$ cat config.mk
export PLATFORM = sky130hd
export DESIGN_NAME = quad_step_decoder
export DESIGN_NICKNAME = d
export VERILOG_FILES = /design/src/rtl/quad_step_decoder.sv
export SDC_FILE = /design/constraint.sdc
export NUM_CORES = 1
export LEC_CHECK = 0
export CAP_MARGIN = 20
export CELL_PAD_IN_SITES_DETAIL_PLACEMENT = 2
export CELL_PAD_IN_SITES_GLOBAL_PLACEMENT = 2
export CORE_MARGIN = 5
export CORE_UTILIZATION = 38
export CTS_BUF_LIST = sky130_fd_sc_hd__clkbuf_2
export DETAILED_ROUTE_END_ITERATION = 12
export PLACE_DENSITY = 0.85
export SYNTH_ARGS = -nofsm -noshare
export SYNTH_HDL_FRONTEND = slang
export SYNTH_SLANG_ARGS = --single-unit
$ cat constraint.sdc
create_clock -name clk -period 5.99 [get_ports clk]
set_clock_uncertainty 0.2 [all_clocks]
set_input_delay 0.599 -clock clk [delete_from_list [all_inputs] [get_ports clk]]
set_output_delay 0.599 -clock clk [all_outputs]
set_load 0.02 [all_outputs]
$ cat src/rtl/quad_step_decoder.sv
// Quadrature front end: synchronises and debounces raw A/B encoder channels and
// turns accepted Gray-code transitions into a one-cycle step strobe E with direction F.
module quad_step_decoder #(
  parameter int unsigned DB_CYCLES = 4
) (
  input  logic       clk,
  input  logic       rst,
  input  logic       a_in,
  input  logic       b_in,
  input  logic       en,
  input  logic       clr_err,
  output logic       E,
  output logic       F,
  output logic       err,
  output logic [1:0] ab_q
);

  localparam int unsigned    CW      = (DB_CYCLES > 1) ? $clog2(DB_CYCLES) : 1;
  localparam logic [CW-1:0]  CNT_MAX = CW'(DB_CYCLES - 1);

  typedef enum logic [1:0] {
    STEP_NONE,
    STEP_FWD,
    STEP_REV,
    STEP_ILL
  } step_e;

  logic [1:0]    a_sync;
  logic [1:0]    b_sync;
  logic [1:0]    ab_s;
  logic [1:0]    cand;
  logic [CW-1:0] cnt;
  logic          init;
  logic          accept;
  logic          err_set;
  step_e         step;

  // Two-flop synchroniser per channel; index 0 is the metastability stage.
  // NOTE: every clocked process uses non-blocking assignments so all flops
  // sample pre-edge values, independent of process evaluation order.
  always_ff @(posedge clk or negedge rst) begin
    if (!rst) begin
      a_sync <= 2'b00;
      b_sync <= 2'b00;
    end else begin
      a_sync <= {a_sync[0], a_in};
      b_sync <= {b_sync[0], b_in};
    end
  end

  assign ab_s = {a_sync[1], b_sync[1]};

  // A candidate is qualified once it has been seen on DB_CYCLES+1 consecutive edges.
  always_ff @(posedge clk or negedge rst) begin
    if (!rst) begin
      cand <= 2'b00;
      cnt  <= '0;
    end else if (ab_s != cand) begin
      cand <= ab_s;
      cnt  <= '0;
    end else if (cnt < CNT_MAX) begin
      cnt <= cnt + CW'(1);
    end
  end

  assign accept = (ab_s == cand) && (cnt == CNT_MAX) && ((ab_q != cand) || !init);

  // Forward Gray successor of x is {x[0], ~x[1]}; reverse successor is {~x[0], x[1]}.
  // NOTE: defaults are assigned first so no path leaves step unassigned (no latch).
  always_comb begin
    step = STEP_NONE;
    if (cand == {ab_q[0], ~ab_q[1]}) begin
      step = STEP_FWD;
    end else if (cand == {~ab_q[0], ab_q[1]}) begin
      step = STEP_REV;
    end else if (cand != ab_q) begin
      step = STEP_ILL;
    end
  end

  assign err_set = accept && init && (step == STEP_ILL);

  always_ff @(posedge clk or negedge rst) begin
    if (!rst) begin
      E    <= 1'b0;
      F    <= 1'b0;
      ab_q <= 2'b00;
      init <= 1'b0;
    end else begin
      E <= 1'b0;
      if (accept) begin
        ab_q <= cand;
        if (!init) begin
          init <= 1'b1;
        end else begin
          case (step)
            STEP_FWD: begin
              F <= 1'b0;
              E <= en;
            end
            STEP_REV: begin
              F <= 1'b1;
              E <= en;
            end
            default: ;
          endcase
        end
      end
    end
  end

  // A new illegal transition on the same edge as clr_err keeps err set.
  always_ff @(posedge clk or negedge rst) begin
    if (!rst) begin
      err <= 1'b0;
    end else if (err_set) begin
      err <= 1'b1;
    end else if (clr_err) begin
      err <= 1'b0;
    end
  end

endmodule

==> reports/qor.txt <==
largest family of logic cells by synthesized area - simple AND/OR/NAND/NOR gates
RSZ-0062 raised after global routing - no
gr usage total - 11.4%
Synth area leaders - dfrtp_1 54%, ha_1 5.8%, mux2_1 3.5%
total routed wirelength - 1.13 mm
flop2flop setup slack - 3880 ps
Sw Share - 29.1%
Final ANT Viol Nets - 0
Cell Pwr Density - 244 nW/um2
Worst path top cell family by delay - buffers and inverters
mux contribution to synthesized area - 7.34%
Clock Root Buffer - clkbuf_2
Tot Pwr - 186 uW
antenna violations before repair - 0
most frequent cells in the layout - 14 x dfrtp_1, 10 x clkdlybuf4s50_1, 5 x nor2_1
fin crit period - 2180 ps
sequential share of the synthesized area - 54.1%
Final setup viols - 0
Setup crit start - ab_q[1]$_DFFE_PN0P_
Worst Max-Slew Pin Slew - 624 ps
grt total ovfl - 0
CTS tree - built
Clock Pin Slew Worst Setup and Hold Paths - 140 ps
routed vias/inst - 4.85
CTS sink cnt - 14
Final Cycle Share - 36.4%
Worst EP required - 5190 ps
Synth warnings - 0
Max Used Layer - met4
first-pass GRT wire length - 2.08 mm
Synth Register Bits - 14
Worst path max stage delay - 640 ps
Peak VDD IR - 0.000103 V
depth of the CTS H-tree - 1
std cell rows - 15
chip width - 51.3 um
placed cell area - 746 um2
crit path kind - flip-flop to primary output
cells along the critical path - clkdlybuf4s50_1
r2r endpoint - F$_DFFE_PN0P_
Met1 Wirelength - 501 um
Leak - 0.355 nW
Worst Reg-to-Reg Cells - 6
Core Util, Final - 45.8%
layout cells sized above 1 - 12.7%
reg-to-reg critical path startpoint - cand[0]$_DFFE_PN0P_
io pins - 11
Max Fanout on Critical Path - 6
Inserted Diodes - 0
synthesized net count - 62
Die Span Y - 51.3 um
Worst setup endpoint - ab_q[1]
relative slew slack - 58.3%
RD Place Congestion - 0.735
drt drc - 0
drt pass-1 iters - 1
max-cap violations - 0
Crit. path cell count - 1
Mapped Cells - 53
clk buf depth - 2
Hold-fix buffers, CTS - 0
Comb power frac - 17.4%
Synth top area share - 54.1%
synthesized area per cell - 12.2 um2
TritonCTS Buffers - 3
Cell Area, Synth - 648 um2
endpoint class of the critical path - primary output
P&R area growth vs syn - 18.0%
initial DRC count - 0
top cell type by total area after synthesis - dfrtp_1
routed via count - 388
dpl hpwl - 923 um
Sequential Power Share - 58.4%
Buffers on Ports - 10
CP Launch Type - flip-flop
Finished Cell Area - 764 um2
Compound-Gate Fraction of Synth Area - 6.18%
power share of the clock group - 24.2%
met2 wire len - 572 um
Max Freq - 0.458 GHz
setup_tns - 0 ps
post-synthesis adder-cell area fraction - 5.79%
fin. max-slew vios - 0
CP max-delay cell - clkdlybuf4s50_1
number of global-route vias before repair - 454
Final Net Count - 73
CTS resizes - 0
WP buf/inv - 1
Internal Power - 132 uW
P_sw - 54.2 uW
pre-CTS worst setup slack - 3900 ps
Worst-Skew Late Latency - 280 ps
Min-Delay Path Class - flip-flop to flip-flop
final hold violation count - 0
Yosys cell types - 26
Simple-Gate Fraction of Synth Area - 15.3%
outcome - completed
Setup WS post-layout - 3810 ps
largest net degree at the start of global routing - 15
commonest non-fill, non-tap cell in the layout - dfrtp_1
DR WL met3 - 37 um
Routed WL per cell - 14.2 um
die area - 2630 um2
area of the core - 1670 um2
Post-CTS Setup Inserts - 0
XOR/XNOR Fraction of Synth Area - 6.56%
Initial Util - 38.8%
CP arrival - 1380 ps
[registers in the layout (all words and copies together) (netlist names)]
name / flops
err: 1
cnt: 2
ab_q: 2
a_sync: 2
F: 1
cand: 2
E: 1
init: 1
b_sync: 2
[kinds of logic (layout without fill, tap and decap cells)]
group / after synthesis / count (layout)
AOI/OAI and AO/OA: 7 / 7
muxes: 4 / 4
xor gates and xnor gates: 4 / 4
DFF: 14 / 14
adders and majority gates: 3 / 3
buffers and inverters: 6 / 16
and+or+nand+nor: 15 / 15
[synthesized netlist by cell type]
library cell and instances:
buf_6 1, mux2i_1 1, nor3b_4 1, mux2_4 1, or2_1 2, buf_2 1, clkbuf_1 2, o31ai_1 1
a21oi_1 1, dfrtp_1 14, mux2_1 2, and2_2 1, o21a_1 1, ha_1 3, nand4_1 1, inv_1 2
xor2_1 2, or2_0 1, xor2_2 1, nand2_1 1, o21ai_0 2, o21ai_1 2, nor2_1 5, xnor2_1 1
nand4_2 1, nor2b_1 2
[through the flow]
step | instances | hold WS (ps)
floorplan | 53 | 103
global placement | 76 | 133
detailed placement | 76 | 158
CTS | 80 | 190
global route | 80 | 204
finish | 80 | 180
[layer usage]
layer	vias to the layer above	track usage [%]
met5	-	0
met4	0	7.86
met3	2	3.50
met2	7	18.0
met1	187	13.0
li1	192	-
[power groups by stage]
stage	Clock [mW]	Sequential [mW]	Combinational [mW]
floorplan	0	0.111	0.0202
global placement	0	0.110	0.0318
detailed placement	0	0.111	0.0331
CTS	0.0483	0.109	0.0334
global route	0.0545	0.110	0.0367
finish	0.0451	0.109	0.0324
[worst reg2reg max path: stages (launching register included)]
cell and delay, ps:
dfrtp_1 500, and2_2 240, or2_0 240, o21ai_1 150, ha_1 260, nand4_2 110
mux2_4 300
[worst min-delay path by stage]
stage | start | slack, ps | to | cells past startpoint
after floorplan | rst | 100 | E$_DFF_PN0_ | 0
after global placement | b_sync[0]$_DFF_PN0_ | 130 | b_sync[1]$_DFF_PN0_ | 0
after detailed placement | b_sync[0]$_DFF_PN0_ | 160 | b_sync[1]$_DFF_PN0_ | 0
after CTS | b_sync[0]$_DFF_PN0_ | 190 | b_sync[1]$_DFF_PN0_ | 0
after global routing | b_sync[0]$_DFF_PN0_ | 200 | b_sync[1]$_DFF_PN0_ | 0
final | b_sync[0]$_DFF_PN0_ | 180 | b_sync[1]$_DFF_PN0_ | 0
[cell type report]
class                   count  area [um2]
repair buffers             10         100
multi-input cells          33         267
fillers                   174         906
clock buffers               3        15.0
inverters                   2        7.51
clock inverters             1        3.75
well taps                  17        21.3
flip-flops and latches     14         350
Note: power is estimated with default switching activity, not from simulation.
